--- src/rtl/add_req_initiator.sv ---
// Start/valid adder initiator: one job in flight to a fixed-latency engine,
// results queued in a small FIFO tagged with a timeout flag.
module add_req_initiator #(
  parameter int W       = 10,
  parameter int TIMEOUT = 4,
  parameter int RDEPTH  = 2
) (
  input  logic         clk,
  input  logic         rst_n,
  input  logic         in_valid,
  output logic         in_ready,
  input  logic [W-1:0] in_a,
  input  logic [W-1:0] in_b,
  output logic         eng_start,
  output logic [W-1:0] eng_a,
  output logic [W-1:0] eng_b,
  input  logic         eng_valid,
  input  logic [W-1:0] eng_y,
  output logic         out_valid,
  input  logic         out_ready,
  output logic [W-1:0] out_sum,
  output logic         out_err,
  output logic         spurious
);

  localparam int TW = $clog2(TIMEOUT + 1);
  localparam int CW = $clog2(RDEPTH + 1);
  localparam int PW = (RDEPTH > 1) ? $clog2(RDEPTH) : 1;

  localparam logic [TW-1:0] TMO   = TW'(TIMEOUT);
  localparam logic [CW-1:0] DEPTH = CW'(RDEPTH);
  localparam logic [PW-1:0] LAST  = PW'(RDEPTH - 1);

  typedef enum logic [1:0] {
    IDLE,
    ISSUE,
    WAIT
  } state_t;

  typedef struct packed {
    logic         err;
    logic [W-1:0] sum;
  } res_t;

  state_t        state, state_nx;
  logic [TW-1:0] wait_cnt, wait_cnt_nx;

  res_t          mem [RDEPTH];
  logic [PW-1:0] wr_ptr, rd_ptr;
  logic [CW-1:0] count;

  logic accept, push, pop;
  res_t push_data;

  // Slot is reserved at accept, so a push never finds the FIFO full.
  assign in_ready  = (state == IDLE) && (count < DEPTH);
  assign accept    = in_valid && in_ready;
  assign eng_start = (state == ISSUE);
  assign out_valid = (count != '0);
  assign pop       = out_valid && out_ready;
  assign out_sum   = out_valid ? mem[rd_ptr].sum : '0;
  assign out_err   = out_valid ? mem[rd_ptr].err : 1'b0;

  always_comb begin
    state_nx    = state;
    wait_cnt_nx = wait_cnt;
    push        = 1'b0;
    push_data   = '0;
    unique case (state)
      IDLE: begin
        if (accept) state_nx = ISSUE;
      end
      ISSUE: begin
        state_nx    = WAIT;
        wait_cnt_nx = TW'(1);
      end
      WAIT: begin
        // A result on the final allowed edge beats the timeout.
        if (eng_valid) begin
          push      = 1'b1;
          push_data = '{err: 1'b0, sum: eng_y};
          state_nx  = IDLE;
        end else if (wait_cnt == TMO) begin
          push      = 1'b1;
          push_data = '{err: 1'b1, sum: '0};
          state_nx  = IDLE;
        end else begin
          wait_cnt_nx = wait_cnt + TW'(1);
        end
      end
      default: state_nx = IDLE;
    endcase
  end

  always_ff @(posedge clk or negedge rst_n) begin
    if (!rst_n) begin
      state    <= IDLE;
      wait_cnt <= '0;
      eng_a    <= '0;
      eng_b    <= '0;
      spurious <= 1'b0;
    end else begin
      state    <= state_nx;
      wait_cnt <= wait_cnt_nx;
      if (accept) begin
        eng_a <= in_a;
        eng_b <= in_b;
      end
      if (eng_valid && state != WAIT) spurious <= 1'b1;
    end
  end

  always_ff @(posedge clk or negedge rst_n) begin
    if (!rst_n) begin
      wr_ptr <= '0;
      rd_ptr <= '0;
      count  <= '0;
    end else begin
      if (push) wr_ptr <= (wr_ptr == LAST) ? '0 : wr_ptr + PW'(1);
      if (pop)  rd_ptr <= (rd_ptr == LAST) ? '0 : rd_ptr + PW'(1);
      if (push && !pop)      count <= count + CW'(1);
      else if (pop && !push) count <= count - CW'(1);
    end
  end

  // Storage needs no reset: outputs are gated by out_valid.
  always_ff @(posedge clk) begin
    if (push) mem[wr_ptr] <= push_data;
  end

endmodule

--- config.mk ---
export PLATFORM = sky130hd
export DESIGN_NAME = add_req_initiator
export DESIGN_NICKNAME = d
export VERILOG_FILES = /design/src/rtl/add_req_initiator.sv
export SDC_FILE = /design/constraint.sdc
export NUM_CORES = 1
export LEC_CHECK = 0
export CAP_MARGIN = 0
export CORE_ASPECT_RATIO = 0.75
export CORE_MARGIN = 3
export CORE_UTILIZATION = 41
export CTS_BUF_LIST = sky130_fd_sc_hd__clkbuf_4 sky130_fd_sc_hd__clkbuf_8 sky130_fd_sc_hd__clkbuf_16
export CTS_CLUSTER_SIZE = 14
export DETAILED_ROUTE_END_ITERATION = 10
export GPL_TIMING_DRIVEN = 0
export MAX_ROUTING_LAYER = met4
export PLACE_DENSITY = 0.71
export SLEW_MARGIN = 20
export SYNTH_ARGS = -nofsm -noshare
export SYNTH_HDL_FRONTEND = slang
export SYNTH_SLANG_ARGS = --single-unit
--- constraint.sdc ---
create_clock -name clk -period 3.7 [get_ports clk]
set_input_delay 0.37 -clock clk [delete_from_list [all_inputs] [get_ports clk]]
set_output_delay 0.37 -clock clk [all_outputs]
set_load 0.03 [all_outputs]
# After elaboration in Yosys (flattened, before gate mapping)
# Memory sizes are Yosys's and may differ from the RTL's.
# Cells that the tools add are included.
[totals]
memories = 1
in_bits = 35
output_inout_bits = 35
register_bits = 30
word_cells = 58
ramBits = 22
[op_classes]
mux = 21
order_cmp = 1
add_sub_neg = 5
n_reduce_logical = 14
eq_ne = 8
[mem_list]
columns = ["name", "words", "word_bits", "read_ports", "rd_ports_with_merged_regs", "write_ports", "line", "text"]
rows = [
  ["mem", 2, 11, 1, 0, 1, "48", "res_t mem [RDEPTH];"],
]
[ops]
columns = ["operator", "n"]
rows = [
  ["$mux W11", 3],
  ["$mux W10", 1],
  ["$mux W2", 5],
  ["$mux W1", 8],
  ["$ne A2 B2 Y1 const B", 4],
  ["$logic_and A1 B1 Y1", 6],
  ["$mux W3", 2],
  ["$pmux W2 S3", 1],
  ["$pmux W3 S2", 1],
  ["$reduce_bool A2 Y1", 3],
  ["$add A3 B1 Y3 const B", 1],
  ["$eq A3 B3 Y1 const B", 1],
  ["$ne A3 B3 Y1 const B", 1],
  ["$reduce_and A3 Y1", 1],
  ["$add A1 B1 Y1 const B", 2],
  ["$add A2 B1 Y2 const B", 1],
  ["$eq A2 B1 Y1 const B", 1],
  ["$eq A2 B2 Y1 const B", 1],
  ["$logic_not A1 Y1", 2],
  ["$logic_not A2 Y1", 1],
  ["$lt A2 B2 Y1 const B", 1],
  ["$reduce_and A2 Y1", 1],
  ["$sub A2 B1 Y2 const B", 1],
]

# Depth between registers and ports, before layout
# Gate-level depths: netlist (run 1).
[depth]
word_depth = 8
mapped_depth = 9
depth_no_buf = 9

# Least setup slack after synthesis (run 1)
# Ideal clock, no wire load.
[synth_timing]
kind = "register to register"
startpoint = "register wait_cnt[0]"
endpoint = "memory mem[1][0] (netlist bit) (enable)"
required_ns = 3.322
path_buffers = 0
synth_period_minus_slack_ns = 1.744
t_arrival_ns = 1.366
slack_ns = 1.956
setup_time_ns = 0.378
stages_incl_launch_ff = 6
path_cell_list = "dfrtp_1 inv_1 ha_1 a21oi_1 nand2b_1 nor2_1"
[synth_between]
elab_chain_len = 6
[synth_lines]
columns = ["item", "line", "text"]
rows = [
  ["from (decl)", "46", "logic [TW-1:0] wait_cnt, wait_cnt_nx;"],
  ["from (signal assigned)", "104", "wait_cnt <= wait_cnt_nx;"],
  ["$eq A3 B3 Y1", "83", "end else if (wait_cnt == TMO) begin"],
  ["$mux W1", "83", ""],
  ["$mux W1", "79", "if (eng_valid) begin"],
  ["$mux W1", "69", "unique case (state)"],
  ["$mux W1", "128", "if (push) mem[wr_ptr] <= push_data;"],
  ["$mux W1 (not written as such)", "128", ""],
  ["to (decl)", "48", ""],
]
# No other way between the ends.

# Worst setup path after layout (run 1)
[layout_timing]
startpoint = "register count[0]"
endpoint = "output port out_sum[4]"
[layout_between]
elab_chain_len = 2
[layout_lines]
columns = ["item", "line", "text"]
rows = [
  ["from (decl)", "50", "logic [CW-1:0] count;"],
  ["from (signal assigned)", "121", "if (push && !pop) count <= count + CW'(1);"],
  ["from (signal assigned)", "122", "else if (pop && !push) count <= count - CW'(1);"],
  ["$reduce_bool A2 Y1", "59", "assign out_valid = (count != '0);"],
  ["$mux W10", "61", "assign out_sum = out_valid ? mem[rd_ptr].sum : '0;"],
  ["to (decl)", "21", "output logic [W-1:0] out_sum,"],
]
# No other way between the ends.

==> results of run 1 <==
registers in the layout, summed over array words and instances, names as in the netlist:
| register | count |
|---|---|
| state | 2 |
| spurious | 1 |
| mem | 22 |
| wait_cnt | 3 |
| eng_a | 10 |
| count | 2 |
| rd_ptr | 1 |
| eng_b | 10 |
| wr_ptr | 1 |
stage by stage:
stage	cell area (µm²)	std cells	power, µW	setup slack [ns]	utilization
after floorplan	2300	157	1870	1.956	-
after global placement	3080	298	2397	1.287	0.5984
after detailed placement	3075	298	2421	1.227	0.5975
after CTS	3182	306	2788	1.230	0.6181
after global routing	3182	306	2907	1.087	0.6181
final	3182	306	2758	1.236	0.6181
cells by family (layout without fill, tap and decap cells):
kind of cell | Yosys count | in the layout | share of synthesized area
compound gates | 10 | 10 | 0.03101
xor+xnor | 5 | 5 | 0.01905
fa+ha+maj | 7 | 7 | 0.03808
buf+inv | 16 | 93 | 0.03319
flops | 52 | 52 | 0.6137
mux | 33 | 33 | 0.1883
simple gates | 34 | 34 | 0.07671
per-layer routing:
| metal | global-route usage | vias up | part of all wire |
|---|---|---|---|
| met4 | 0.05437 | 0 | 0.018 |
| li1 | - | 698 | - |
| met5 | - | - | 0 |
| met1 | 0.1971 | 679 | 0.46 |
| met3 | 0.02976 | 9 | 0.038 |
| met2 | 0.2227 | 33 | 0.49 |
Yosys cell counts, drive strengths merged:
cell | count | area, µm²
a21oi | 2 | 10.01
nand4 | 2 | 12.51
mux2i | 11 | 110.1
nor3 | 1 | 5.000
o21a | 2 | 15.01
clkbuf | 3 | 11.26
a31oi | 1 | 6.260
ha | 7 | 87.58
a41o | 1 | 10.01
dfrtp | 30 | 750.7
inv | 10 | 37.54
nor2b | 2 | 17.52
edfxtp | 22 | 660.6
a21o | 1 | 7.510
xor2 | 2 | 17.52
and3 | 10 | 62.56
xnor2 | 3 | 26.28
o21ai | 2 | 10.01
nand2b | 2 | 12.51
nor2 | 15 | 56.30
nand2 | 2 | 10.01
buf | 3 | 27.52
a22oi | 1 | 12.51
mux2 | 22 | 322.8
final cells by class:
cell class,instances,area (µm²)
buffer,6,38.79
fill,407,1966
tap,72,90.09
timing repair buffer,69,685.7
sequential,52,1411
multi-input combinational,89,812.0
inverter,10,37.54
clock inverter,2,12.51
clock buffer,6,93.84
power groups by stage:
stage                     Sequential (µW)  Combinational (µW)  Clock [µW]
after global placement                910                1490           0
after global routing                  928                1590         389
after detailed placement              916                1500           0
final                                 906                1490         358
after floorplan                      1130                 745           0
after CTS                             907                1510         369
critical path: stages, from the launching register on:
cell             delay (ns)
dfrtp_1                0.44
nor2_1                 0.22
clkbuf_1               0.41
nor2_1                 0.10
clkdlybuf4s50_1        0.61
path summary, 6_finish.rpt:
path / from / endpoint / depth (start not counted) / slack, ns
setup reg to reg: wait_cnt[0] / mem[0][3] / 5 / 1.60
max in group asynchronous: rst_n / wait_cnt[2] / 1 / 3.17
setup / recovery: count[0] / out_sum[4] / 4 / 1.24
hold / removal: rst_n / eng_b[3] / 1 / 0.09
hold reg to reg: spurious / spurious / 1 / 0.46
min in group clk: spurious / spurious / 1 / 0.46
==> impl_results.md, run 1 <==
- Switch share: 0.3892
- GRT Total Usage: 0.1471
- P&R area growth vs syn: 38.36%
- Critical path fanouts, max: 10
- First-pass GRT wire length: 7320 µm
- Endpoint class of the critical path: output pin
- RSZ-0062 raised after global routing: no
- Cell area after synthesis: 2300 µm²
- Share of cells above drive strength 1: 0.1624
- Final setup vio count: 0
- Hold/Removal Path Class: input pin to asynchronous set/reset pin
- Via/cell ratio: 4.637
- Most frequent cells in the layout: clkdlybuf4s50_1 (68), dfrtp_1 (30), edfxtp_1 (22), mux2_4 (20), nor2_1 (15)
- Gate power share: 0.542
- ANT nets after route: 0
- Largest net degree at the start of global routing: 31
- Final WL: 4559 µm
- Net Sw Power: 1074 µW
- Yosys warnings: 0
- Seq pwr share: 0.328
- Ant diodes: 0
- Syn Area/Cell: 14.65 µm²
- Syn nets: 199
- Via count: 1419
- Arrival time at the worst endpoint: 2.09 ns
- Period Utilization, post-route: 0.6660
- Initial Util: 0.4468
- Clock power frac: 0.130
- Root Driver: clkbuf_8
- Final hold vios: 0
- Max-cap check violation count: 0
- Post-synth cell types: 27
- I/O pin count: 70
- Count of input and output buffers: 69
- TritonCTS Sinks: 52
- Placed wire-length estimate: 3368 µm
- Cells after Synth: 157
- Smallest hold slack: 0.08615 ns
- Antenna violations before repair: 0
- Fin crit period: 2.464 ns
- DRT Pass-1 Iters: 4
- Seq cells post-synth: 52
- GRT overflow: 0
- Drt initial violations: 40
- Chip width: 92.48 µm
- H-Tree Depth: 2
- Worst vdd ir: 0.3808 mV
- Status: completed
- Layout Nets: 275
- Max Fclk: 0.4058 GHz
- Fin Clk Skew: 0.01133 ns
- Post-detailed-route wirelength per cell: 14.90 µm
- PD cells: 866.8 nW/µm²
- Most common cell after layout, fill and taps aside: clkdlybuf4s50_1
- Post-CTS Resized: 0
- Die area: 6553 µm²
- Hold-fix buffers at CTS: 0
- Die height: 70.86 µm
- Row cnt: 22
- Max-slew violation count: 0
- Internal power: 1685 µW
- Clk pin slew, worst setup/hold paths: 0.10 ns
- Vias in the first global route: 1446
- RD Place Congestion: 0.7123
- Setup bufs post-CTS: 0
- CTS buffer count: 5
- Slew @ Worst Pin: 1.007 ns
- Leak Pwr: 0.001390 µW
- Crit path required time: 3.33 ns
- Clk_lat worst skew: 0.30 ns
- Core Footprint: 5147 µm²
- Relative slew margins: 0.3260
- Critical Path Source Type: flop
- Final setup TNS: 0 ns
- Post-synthesis sequential area ratio: 0.6137
- Clk buf depth: 2
- Crit path kind: flop to output pin
- Drt drc: 0
- CTS tree: done
No activity file was read; power rests on OpenSTA's default activity.
==> inputs of run 2 (changes only) <==
Clock period 3.7 ns to 2.3 ns, I/O delays scaled along.
==> run 2 against run 1 <==
Hold slack improved by 0.38 ns. Register-to-register slack worse by 1.4 ns. Critical path type unchanged. Largest cell class unchanged. Global-route usage is 0.16 points higher. Critical endpoint unchanged. Non-clock buffer count rose by 1. Utilization grew 0.27 points. Flip-flop and latch count did not move. Combinational power grew 62%. Critical path depth did not move. Sequential share of layout area shrank 0.19 points.
==> impl_results.md, run 2 (synthesis results as in run 1) <==
- Status: completed
- Critical Path Source Type: flop
- Initial Util: 0.4468 (unchanged)
- ANT nets after route: 0 (unchanged)
- Die height: 70.86 µm (unchanged)
- Endpoint class of the critical path: output pin
- Total Power: 4448 µW (+61%)
- Critical path's top delay family: buffers and inverters
- Setup bufs post-CTS: 0 (unchanged)
- Most common cell after layout, fill and taps aside: clkdlybuf4s50_1
- Buf+Inv Stages, Crit Path: 2 (unchanged)
- Hold/Removal Path Class: flop to flop
- Largest register FFs: 22 (unchanged)
- P&R area growth vs syn: 38.96%
- Vias in the first global route: 1452 (+0.41%)
- Post-Route Utilization: 0.6208 (+0.002674)
- Crit-path cells: nor2_1, clkbuf_2, nor2_1, clkdlybuf4s50_1
- Clk_lat worst skew: 0.30 ns (about the same)
- Post-detailed-route wirelength per cell: 15.04 µm (+0.92%)
- CTS buffer count: 5 (unchanged)
- Biggest regs: mem: 22 flops, eng_a: 10 flops, eng_b: 10 flops
- GRT Total Usage: 0.1487 (+0.001650)
- Leak Pwr: 0.001398 µW (+0.58%)
- Fin Clk Skew: 0.01156 ns (+0.0002222 ns)
- Crit-path most repeated cell: nor2_1
- Worst path slowest cell: clkdlybuf4s50_1
- Drt drc: 0 (unchanged)
- Drt initial violations: 35 (-13%)
- Fin crit period: 2.153 ns
- Worst vdd ir: 0.6126 mV (+61%)
- I/O pin count: 70 (unchanged)
- Antenna violations before repair: 0 (unchanged)
- First-pass GRT wire length: 7389 µm (+0.94%)
- Placed wire-length estimate: 3368 µm (unchanged)
- Clk pin slew, worst setup/hold paths: 0.10 ns (about the same)
- Clk buf depth: 2 (unchanged)
- Ant diodes: 0 (unchanged)
- Largest Register: mem
- Die area: 6553 µm² (unchanged)
- DRT Pass-1 Iters: 4 (unchanged)
- Largest net degree at the start of global routing: 31 (unchanged)
- Via count: 1428 (+0.63%)
- Final hold vios: 0 (unchanged)
- Relative slew margins: 0.3299 (+0.003873)
- Layout Nets: 276 (+0.36%)
- Final WL: 4616 µm (+1.3%)
- CTS tree: done
- Share of cells above drive strength 1: 0.1660 (+0.003564)
- Most frequent cells in the layout: clkdlybuf4s50_1 (68), dfrtp_1 (30), edfxtp_1 (22), mux2_4 (20), nor2_1 (15)
- Final setup vio count: 0 (unchanged)
- Row cnt: 22 (unchanged)
- Via/cell ratio: 4.651 (+0.31%)
- Number of fill cells: 406 (-0.25%)
- Crit path kind: flop to output pin
- Critical path fanouts, max: 10 (unchanged)
- Chip width: 92.48 µm (unchanged)
- Core Footprint: 5147 µm² (unchanged)
- RSZ-0062 raised after global routing: no
- Arrival time at the worst endpoint: 1.92 ns (-0.17 ns)
- Slew @ Worst Pin: 1.001 ns (-0.005789 ns)
- Period Utilization, post-route: 0.9359
- GRT overflow: 0 (unchanged)
- Root Driver: clkbuf_8
- RD Place Congestion: 0.7123 (unchanged)
- Max Fclk: 0.4646 GHz
- Crit path required time: 2.07 ns (-1.26 ns)
- Max-cap check violation count: 0 (unchanged)
- Slowest Stage Delay on Critical Path: 0.60 ns (about the same)
- Max-slew violation count: 0 (unchanged)
- TritonCTS Sinks: 52 (unchanged)
- H-Tree Depth: 2 (unchanged)
- PD cells: 1392 nW/µm² (+61%)
- Count of input and output buffers: 69 (unchanged)
## run 2: cell count changes in the layout (fill, tap and decap cells not counted)
| cell | previous run | this run |
|---|---|---|
| dlygate4sd3_1 | 0 | 1 |
| clkbuf_1 | 3 | 2 |
| clkbuf_2 | 0 | 1 |
| clkbuf_4 | 0 | 1 |
| buf_2 | 2 | 1 |
## run 2: worst paths after layout
check | endpoint | startpoint | slack, ns | depth (start not counted)
worst max-delay path | out_sum[4] | count[0] | 0.15 | 4
worst min-delay path | spurious | spurious | 0.46 | 1
worst max register to register | mem[1][3] | wait_cnt[0] | 0.20 | 5
worst min register to register | spurious | spurious | 0.46 | 1
max in group asynchronous | wait_cnt[2] | rst_n | 1.34 | 2
min in group asynchronous | eng_b[3] | rst_n | 0.52 | 2
## run 2: repair_timing
item | 4_1_cts | 5_1_grt
resized for setup | 1 | 1
gates cloned | 0 | 0
hold buffers | 1 | 0
endpoints found under the setup margin | 10 | 3
endpoints found under the hold margin | 30 | 0
## run 2: where the power goes
part           leakage, µW  switching (µW)  internal (µW)
clock            0.0000523             299            279
combinational     0.000793            1260           1160
sequential        0.000553             177           1280
total              0.00140            1730           2720
## run 2: per-layer routing
metal | up-vias | routed length (µm) | global-route usage
li1 | 701 | - | -
met1 | 685 | 2088 | 0.1978
met2 | 33 | 2268 | 0.2275
met3 | 9 | 175 | 0.02976
met4 | 0 | 82 | 0.05437
met5 | - | 0 | -
## run 2: layout make-up
class / instances / area, µm² / share of cell area
Sequential cell: 52 / 1411 / 0.4417
Multi-Input combinational cell: 89 / 812.0 / 0.2541
Clock buffer: 6 / 93.84 / 0.02937
Buffer: 6 / 42.54 / 0.01331
Clock inverter: 2 / 12.51 / 0.003915
Timing Repair Buffer: 70 / 695.7 / 0.2177
Tap cell: 72 / 90.09 / 0.02819
Inverter: 10 / 37.54 / 0.01175
## run 2: worst register-to-register path: cells and delay by family, from the launching register on
kind / cells / cell delay (ns)
adders and majority gates: 1 / 0.17
DFF: 1 / 0.42
AOI/OAI and AO/OA: 1 / 0.11
and+or+nand+nor: 2 / 0.96
buffers and inverters: 1 / 0.07
## run 2: metrics by stage
stage                     instances  hold WS [ns]  worst slack [ns]  setup TNS [ns]  instance area [µm²]
after detailed placement        298        0.3066          -0.03336         -0.6380                 3075
after CTS                       307        0.4705           0.08077               0                 3193
after floorplan                 157      -0.06559            0.5561               0                 2300
final                           307        0.4623            0.1474               0                 3196
after global placement          298        0.4495           0.02725               0                 3080
after global routing            307        0.4880           0.03023               0                 3196
